### config.mk
export PLATFORM = sky130hd
export DESIGN_NAME = mac_ifmaps_feeder
export DESIGN_NICKNAME = d
export VERILOG_FILES = /design/src/rtl/mac_ifmaps_feeder.sv
export SDC_FILE = /design/constraint.sdc
export NUM_CORES = 1
export LEC_CHECK = 0
export ABC_AREA = 1
export CAP_MARGIN = 0
export CORE_MARGIN = 5
export CORE_UTILIZATION = 40
export CTS_BUF_LIST = sky130_fd_sc_hd__clkbuf_4 sky130_fd_sc_hd__clkbuf_8
export DETAILED_ROUTE_END_ITERATION = 12
export GPL_TIMING_DRIVEN = 0
export HOLD_SLACK_MARGIN = 0.1
export MAX_ROUTING_LAYER = met4
export PLACE_DENSITY = 0.7
export SYNTH_ARGS = -nofsm -noshare
export SYNTH_HDL_FRONTEND = slang
export SYNTH_SLANG_ARGS = --single-unit
### constraint.sdc
create_clock -name clk -period 3.6 [get_ports clk]
set_input_delay 0.54 -clock clk [delete_from_list [all_inputs] [get_ports clk]]
set_output_delay 0.54 -clock clk [all_outputs]
set_load 0.03 [all_outputs]
### src/rtl/mac_ifmaps_feeder.sv
// MAC ifmaps FIFO producer: walks 5-row bands column by column through a 1-cycle
// row memory and pushes one column slice per FIFO write through a 2-entry staging buffer.

// One row of the staging buffer. Entry 0 is the head; a pop shifts entry 1 forward.
module mac_ifmaps_feeder_lane #(
  parameter int W = 1
) (
  input  logic         clk,
  input  logic         rst_n,
  input  logic         pop,
  input  logic         push,
  input  logic         slot,
  input  logic [W-1:0] wdata,
  output logic [W-1:0] head
);
  logic [W-1:0] e0_q, e0_d, e1_q, e1_d;

  always_comb begin
    e0_d = e0_q;
    e1_d = e1_q;
    if (pop) e0_d = e1_q;
    // slot is the post-pop occupancy, so the write lands right behind what remains
    if (push) begin
      if (slot) e1_d = wdata;
      else      e0_d = wdata;
    end
  end

  always_ff @(posedge clk or negedge rst_n) begin
    if (!rst_n) begin
      e0_q <= '0;
      e1_q <= '0;
    end else begin
      e0_q <= e0_d;
      e1_q <= e1_d;
    end
  end

  assign head = e0_q;
endmodule

module mac_ifmaps_feeder #(
  parameter int DATA_WIDTH = 1,
  parameter int ADDR_W     = 10,
  parameter int COL_W      = 8,
  parameter int BAND_W     = 6
) (
  input  logic                  clk,
  input  logic                  rst_n,
  input  logic                  start,
  input  logic [COL_W-1:0]      cfg_cols,
  input  logic [BAND_W-1:0]     cfg_bands,
  output logic                  busy,
  output logic                  done,
  output logic                  bram_en,
  output logic [ADDR_W-1:0]     bram_addr,
  input  logic [DATA_WIDTH-1:0] bram_rdata_row0,
  input  logic [DATA_WIDTH-1:0] bram_rdata_row1,
  input  logic [DATA_WIDTH-1:0] bram_rdata_row2,
  input  logic [DATA_WIDTH-1:0] bram_rdata_row3,
  input  logic [DATA_WIDTH-1:0] bram_rdata_row4,
  output logic [DATA_WIDTH-1:0] ifmaps_fifo_row0_in,
  output logic [DATA_WIDTH-1:0] ifmaps_fifo_row1_in,
  output logic [DATA_WIDTH-1:0] ifmaps_fifo_row2_in,
  output logic [DATA_WIDTH-1:0] ifmaps_fifo_row3_in,
  output logic [DATA_WIDTH-1:0] ifmaps_fifo_row4_in,
  output logic                  ifmaps_input_valid,
  input  logic                  fifo_full,
  input  logic                  fifo_read
);
  localparam int NUM_ROWS = 5;

  typedef enum logic [1:0] {S_IDLE, S_RUN, S_DRAIN, S_DONE} state_e;

  state_e              state_q, state_d;
  logic [COL_W-1:0]    cols_q, cols_d, col_q, col_d;
  logic [BAND_W-1:0]   bands_q, bands_d, band_q, band_d;
  logic [ADDR_W-1:0]   base_q, base_d;
  logic [1:0]          occ_q, occ_d;
  logic                rd_vld_q, rd_vld_d;
  logic                busy_q, busy_d, done_q, done_d;

  logic                accept, rd_en;
  logic [1:0]          occ_pop;
  logic [NUM_ROWS-1:0][DATA_WIDTH-1:0] rdata, head;

  assign rdata = {bram_rdata_row4, bram_rdata_row3, bram_rdata_row2,
                  bram_rdata_row1, bram_rdata_row0};

  assign ifmaps_input_valid = (occ_q != 2'd0);
  assign accept  = ifmaps_input_valid & (~fifo_full | fifo_read);
  assign occ_pop = occ_q - {1'b0, accept};
  // Staging plus in-flight never exceeds 2, so an unconditional write cannot overflow
  assign rd_en   = (state_q == S_RUN) &&
                   (({1'b0, occ_pop} + {2'b00, rd_vld_q}) < 3'd2);
  assign occ_d   = occ_pop + {1'b0, rd_vld_q};
  assign rd_vld_d = rd_en;

  assign bram_en   = rd_en;
  assign bram_addr = rd_en ? (base_q + ADDR_W'(col_q)) : '0;
  assign busy      = busy_q;
  assign done      = done_q;

  always_comb begin
    state_d = state_q;
    cols_d  = cols_q;
    bands_d = bands_q;
    col_d   = col_q;
    band_d  = band_q;
    base_d  = base_q;
    case (state_q)
      S_IDLE: begin
        if (start) begin
          if (cfg_cols != '0 && cfg_bands != '0) begin
            state_d = S_RUN;
            cols_d  = cfg_cols;
            bands_d = cfg_bands;
            col_d   = '0;
            band_d  = '0;
            base_d  = '0;
          end else begin
            state_d = S_DONE;
          end
        end
      end
      S_RUN: begin
        if (rd_en) begin
          if (col_q == cols_q - COL_W'(1)) begin
            col_d  = '0;
            base_d = base_q + ADDR_W'(cols_q);
            band_d = band_q + BAND_W'(1);
            if (band_q == bands_q - BAND_W'(1)) state_d = S_DRAIN;
          end else begin
            col_d = col_q + COL_W'(1);
          end
        end
      end
      S_DRAIN: begin
        // Look at next-cycle occupancy so done lands right after the final accept
        if (occ_d == 2'd0 && !rd_vld_q) state_d = S_DONE;
      end
      default: state_d = S_IDLE;
    endcase
    busy_d = (state_d == S_RUN) || (state_d == S_DRAIN);
    done_d = (state_d == S_DONE);
  end

  always_ff @(posedge clk or negedge rst_n) begin
    if (!rst_n) begin
      state_q  <= S_IDLE;
      cols_q   <= '0;
      bands_q  <= '0;
      col_q    <= '0;
      band_q   <= '0;
      base_q   <= '0;
      occ_q    <= '0;
      rd_vld_q <= 1'b0;
      busy_q   <= 1'b0;
      done_q   <= 1'b0;
    end else begin
      state_q  <= state_d;
      cols_q   <= cols_d;
      bands_q  <= bands_d;
      col_q    <= col_d;
      band_q   <= band_d;
      base_q   <= base_d;
      occ_q    <= occ_d;
      rd_vld_q <= rd_vld_d;
      busy_q   <= busy_d;
      done_q   <= done_d;
    end
  end

  for (genvar r = 0; r < NUM_ROWS; r++) begin : g_lane
    mac_ifmaps_feeder_lane #(.W(DATA_WIDTH)) u_lane (
      .clk   (clk),
      .rst_n (rst_n),
      .pop   (accept),
      .push  (rd_vld_q),
      .slot  (occ_pop[0]),
      .wdata (rdata[r]),
      .head  (head[r])
    );
  end

  assign ifmaps_fifo_row0_in = head[0];
  assign ifmaps_fifo_row1_in = head[1];
  assign ifmaps_fifo_row2_in = head[2];
  assign ifmaps_fifo_row3_in = head[3];
  assign ifmaps_fifo_row4_in = head[4];
endmodule

======== Word level (Yosys, flattened, before mapping) ========
Cells that the tools add are included.
word-level totals
  input port bits ......................... 24
  output and inout port bits .............. 19
  register bits after elaboration ......... 55
  logic and storage cells ................. 97
cells by class
  add/subtract/negate cells ............... 9
  eq/ne operators ......................... 11
  reduce and logical (&&, ||, !) cells .... 15
  bitwise gates (word level) .............. 3
  mux-type cells .......................... 38
  magnitude comparators ................... 1
operators by type and width
  cell                                               number
  two-way mux 10 bit                                 5
  two-way mux 8 bit                                  4
  two-way mux 6 bit                                  4
  adder 10 x 8 -> 10 bit                             2
  case mux 10 bit (2 select lines)                   1
  case mux 8 bit (2 select lines)                    1
  two-way mux 1 bit                                  15
  two-way mux 2 bit                                  6
  case mux 6 bit (2 select lines)                    1
  adder 8 x 1 -> 8 bit (second input constant)       1
  == test 8 bit                                      1
  nonzero test 8 bit                                 1
  subtractor 8 x 1 -> 8 bit (second input constant)  1
  adder 6 x 1 -> 6 bit (second input constant)       1
  == test 2 bit (second input constant)              3
  == test 6 bit                                      1
  inequality test 2 bit (second input constant)      3
  case mux 2 bit (3 select lines)                    1
  nonzero test 6 bit                                 1
  subtractor 6 x 1 -> 6 bit (second input constant)  1
  AND reduction 5 bit                                1
  == test 2 x 1 -> 1 bit (second input constant)     2
  logical NOT 2 bit                                  2
  AND reduction 4 bit                                1
  other kinds (14)                                   17

======== Longest topological paths before layout ========
  depth in word-level cells ............... 11
  gate-level depth with buffers ........... 18
  gate-level depth less buffers ........... 16

======== By module ========
Synthesis repeated with hierarchy kept, for this count alone.
second synthesis, totals
  cell total of the unflattened synthesis .. 598
  area, all modules ....................... 4040.1 um^2
modules (own cells, without submodules)
  module                  area an instance (um^2)  cells each  times used  sequential area each (um^2)
  mac_ifmaps_feeder       3527.1                   523         1           1126.1
  mac_ifmaps_feeder_lane  102.6                    15          5           50.0

======== Worst setup path before layout ========
Ideal clock, no wire load.
  kind .................................... register -> output
  from .................................... register occ_q[1]
  to ...................................... output bram_addr[2]
  buffers on the path ..................... 0
  stages on the path, launching flop included .. 13
  required time ........................... 3060 ps
  path slack .............................. 215 ps
  arrival ................................. 2845 ps
  cell sequence ........................... dfrtp_1 or2_2 nand2_1 inv_1 ha_1 inv_1 ha_1 inv_1 ha_1 nand2_2 clkinv_1 o21ai_0 a21oi_1
on the way
  word-level cells in the longest chain between the ends .. 7
ends and longest elaborated chain
  what                                 line  text
  from (decl)                          79    logic [1:0] occ_q, occ_d;
  from (signal assigned)               156   occ_q <= '0;
  from (signal assigned)               167   occ_q <= occ_d;
  nonzero test 2 bit                   90    assign ifmaps_input_valid = (occ_q != 2'd0);
  net ifmaps_input_valid               67    output logic ifmaps_input_valid,
  AND 1 bit                            91    assign accept = ifmaps_input_valid & (~fifo_full | fifo_read);
  subtractor 2 x 1 -> 2 bit            92    assign occ_pop = occ_q - {1'b0, accept};
  adder 2 x 1 -> 3 bit                 95    (({1'b0, occ_pop} + {2'b00, rd_vld_q}) < 3'd2);
  less-than comparator 3 x 2 -> 1 bit  95
  logical AND 1 bit                    94    assign rd_en = (state_q == S_RUN) &&
  net bram_en                          55    output logic bram_en,
  two-way mux 10 bit                   100   assign bram_addr = rd_en ? (base_q + ADDR_W'(col_q)) : '0;
  to (decl)                            56    output logic [ADDR_W-1:0] bram_addr,
The timed path passes the listed nets, and every way through them passes these cells.

======== Worst setup path after layout ========
  from .................................... input fifo_read
  to ...................................... output bram_addr[8]
on the way
  word-level cells in the longest chain between the ends .. 7
ends and longest elaborated chain
  what                                 line  text
  from (decl)                          69    input logic fifo_read
  OR 1 bit                             91
  AND 1 bit                            91
  subtractor 2 x 1 -> 2 bit            92
  adder 2 x 1 -> 3 bit                 95
  less-than comparator 3 x 2 -> 1 bit  95
  logical AND 1 bit                    94
  two-way mux 10 bit                   100
Every way passes these cells.

==> summary.txt <==
STA
  – Minimum clock period: approximately 3400 ps
  – Final setup violation count: 0
  – Worst-Margin Slew: around 550 ps
  – Slew Viols, Final: 0
  – Slew margin rel.: around 64%
  – Hold Fails Final Rpt: 0
  – Final period util: 93.4%
  – RSZ-0062 raised after global routing: false
  – Skew final: about 9.1 ps
  – Setup TNS: 0 ps
  – Max Clk Rate: slightly below 300 MHz

Floorplan
  – Number of core rows: 36
  – Starting Density: 40.9%
  – Core box area: approximately 0.0098 mm²
  – DIE AREA: 0.0121 mm²
  – IO Pins: 43
  – DIE HEIGHT: 110 µm
  – Die width: ~110 µm

Job
  – Max-Cap Viols: 0

Drt
  – DRC: 0
  – DR vias/cell: approximately 5.0
  – Met2 wire len: between 4 and 5 mm
  – Antenna Nets Post-Route: 0
  – Via count: 3780
  – DRT Pass-1 Iters: 4
  – Met3 wire length: about 640 µm
  – Initial DRC Count: about 230
  – M1 wire length: 4.38 mm
  – Drt wl/cell: about 13 µm
  – DR top layer: met4
  – Routed WL: 9.66 mm

Critical path
  – Crit-path cells: clkdlybuf4s50_1 -> inv_1 -> nand2_1 -> nand2_2 -> inv_1 -> ha_1 -> inv_1 -> ha_2 -> inv_2 -> ha_2 -> nand2_4 -> clkinv_4 -> nand2_1 -> nor2_1 -> clkdlybuf4s15_2
  – Critical path capture point type: output port
  – Crit-path leading delay family: buffers and inverters
  – Arrival time worst endpoint: between 2000 and 3000 ps
  – WP buf/inv: 7
  – Critical path class: in2out
  – Slowest CP cell: clkdlybuf4s50_1
  – Max stage delay on crit path: about 450 ps
  – Worst-path fanout max: 10
  – Worst Setup Start Kind: input pin
  – CP required: slightly above 3000 ps
  – Crit path top cell by count: inv_1

Logic synthesis
  – Avg Cell Area, Syn: 7.01 µm²
  – Sequential share of the synthesized area: 34.4%
  – Net Count, Synth: 620
  – Synth Register Bits: 55
  – Cell Area, Synth: about 0.004 mm²
  – Largest area contributor in the netlist: dfrtp_1
  – Cells after Synth: 570
  – Synthesis Warnings: 0
  – Yosys top cell area share: between 30% and 40%
  – Top cells by area, synth: dfrtp_1, nand2_1, ha_1, nand3_1, inv_1
  – Synth unique cells: 32

Pwr
  – Pwr Density: 841 mW/mm²
  – Power, Total: a little under 4 mW
  – Leak pwr: between 2 and 3 nW
  – VDD IR-drop max: around 0.29 mV

Clock tree
  – CTS tree: done
  – Setup repair bufs after CTS: 0
  – Clk sinks: 55
  – CTS Buffer Depth: 2
  – Skew-Pair Late Insertion Delay: around 320 ps
  – Number of gates resized after cts: 33
  – Root buffer cell: clkbuf_8
  – Worst-path clk slew: about 110 ps
  – CTS Hold Bufs: 0
  – CTS HTree Levels: 2
  – Cts bufs inserted: 5

Finish
  – Final net count: 670
  – Layout cells sized above 1: under 10%
  – Area of the multi-input gates: between 0.002 and 0.0025 mm²
  – Register area: about 0.0014 mm²
  – Syn-to-layout area delta: 17.1%
  – Non-filler cells, final: about 750
  – FILL cells: between 900 and 1000
  – Antenna cells: 0

Min path
  – Hold WC Path Type: in2async

GRT
  – Vias in the first global route: between 3000 and 4000
  – Total Routing Usage GR: 17.9%
  – Grt total ovfl: 0
  – Largest net degree at the start of global routing: 34
  – First-pass GRT wire length: approximately 17 mm
  – Initial antenna violation count: 0

Place
  – HPWL after DPL: 7.80 mm
  – Routability cong.: 0.929
  – Placed cells: around 750
  – IO buf count: 42

Outcome
  – Status: completed
## where the power goes
| group | switching, mW | internal [mW] |
|---|---|---|
| Combinational | 1.53 | 0.886 |
| Clock | 0.225 | 0.143 |
| Sequential | 0.299 | 0.849 |
| Total | 2.06 | 1.88 |
## metal layers
layer  vias to the layer above  track usage [%]
met1                      1728             24.4
met5                         -                -
met4                         0             4.19
met2                        95             28.5
li1                       1950                -
met3                         7             2.06
## cell usage after synthesis
cell      count
nand2_1     171
inv_1        65
dfrtp_1      55
nor2_1       53
nand3_1      52
a21oi_1      28
ha_1         24
o21ai_0      24
nand4_1      18
o21ai_1      12
xor2_1       11
xnor2_1      10
nor2_2        5
nor3_1        5
buf_6         4
inv_2         4
nand2_4       4
nand3b_1      4
buf_2         3
nand2_2       3
a21o_1        2
buf_4         2
fa_1          2
a211o_1       1
a21boi_0      1
clkbuf_1      1
clkinv_1      1
o21a_1        1
o21bai_1      1
o31a_1        1
o41ai_1       1
or2_2         1
## kinds of logic (layout without fill, tap and decap cells)
| kind of cell | Yosys count | in the layout | share of synthesized area [%] |
|---|---|---|---|
| AO/OA/AOI/OAI | 72 | 72 | 9.61 |
| XOR/XNOR | 21 | 21 | 4.60 |
| adder cells (fa/ha/maj) | 26 | 26 | 8.52 |
| buffers and inverters | 80 | 131 | 8.55 |
| flip-flops | 55 | 55 | 34.4 |
| AND/OR/NAND/NOR | 316 | 316 | 34.3 |
## registers in the layout, indices dropped and copies added, names as in the netlist
name                flops
done                    1
g_lane.u_lane.head      5
col_q                   8
bands_q                 6
cols_q                  8
band_q                  6
occ_q                   2
state_q                 2
base_q                 10
busy                    1
g_lane.u_lane.e1_q      5
rd_vld_q                1
## stage by stage
step	worst slack, ps	instance area, µm²	hold WS [ps]	util (%)
after global placement	-586	4580	460	46.9
after CTS	-33.0	4700	205	48.0
after global routing	14.1	4680	228	47.9
final	239	4680	190	47.9
after floorplan	215	4000	244	-
after detailed placement	-594	4600	466	47.0
## path summary, 6_finish.rpt
kind,end,slack [ps],cells past startpoint,from
worst max-delay path,bram_addr[8],240,15,fifo_read
worst min register to register,g_lane[1].u_lane.e1_q,490,2,g_lane[1].u_lane.e1_q
worst max register to register,bands_q[3],700,16,occ_q[1]
min in group clk,g_lane[1].u_lane.e1_q,490,2,g_lane[1].u_lane.e1_q
worst min-delay path,base_q[9],190,1,rst_n
max in group asynchronous,done,2850,2,rst_n
## worst register-to-register path: cells and delay by family (launching register included)
kind	cells	cell delay (ps)
and+or+nand+nor	6	880
adders and majority gates	3	720
buffers and inverters	6	700
DFF	1	400
AOI/OAI and AO/OA	1	150
## area by class of cell
cell class,count,area share (%)
buffer,10,1.68
tap,133,3.56
clock inverter,3,0.588
sequential,55,29.4
timing repair buffer,43,8.59
multi-input combinational,435,49.0
inverter,70,5.72
clock buffer,5,1.47
## layout by cell type, fill, tap and decap left out, types with 10 or more instances in the layout
cell and instances:
a21oi_1 28, xnor2_1 10, nand2_1 170, nand4_1 18
buf_2 10, ha_1 22, o21ai_1 12, dfrtp_1 55
nand3_1 52, xor2_1 11, inv_1 64, nor2_1 53
o21ai_0 24, clkdlybuf4s50_1 30
(Power assumes the default switching activity.)
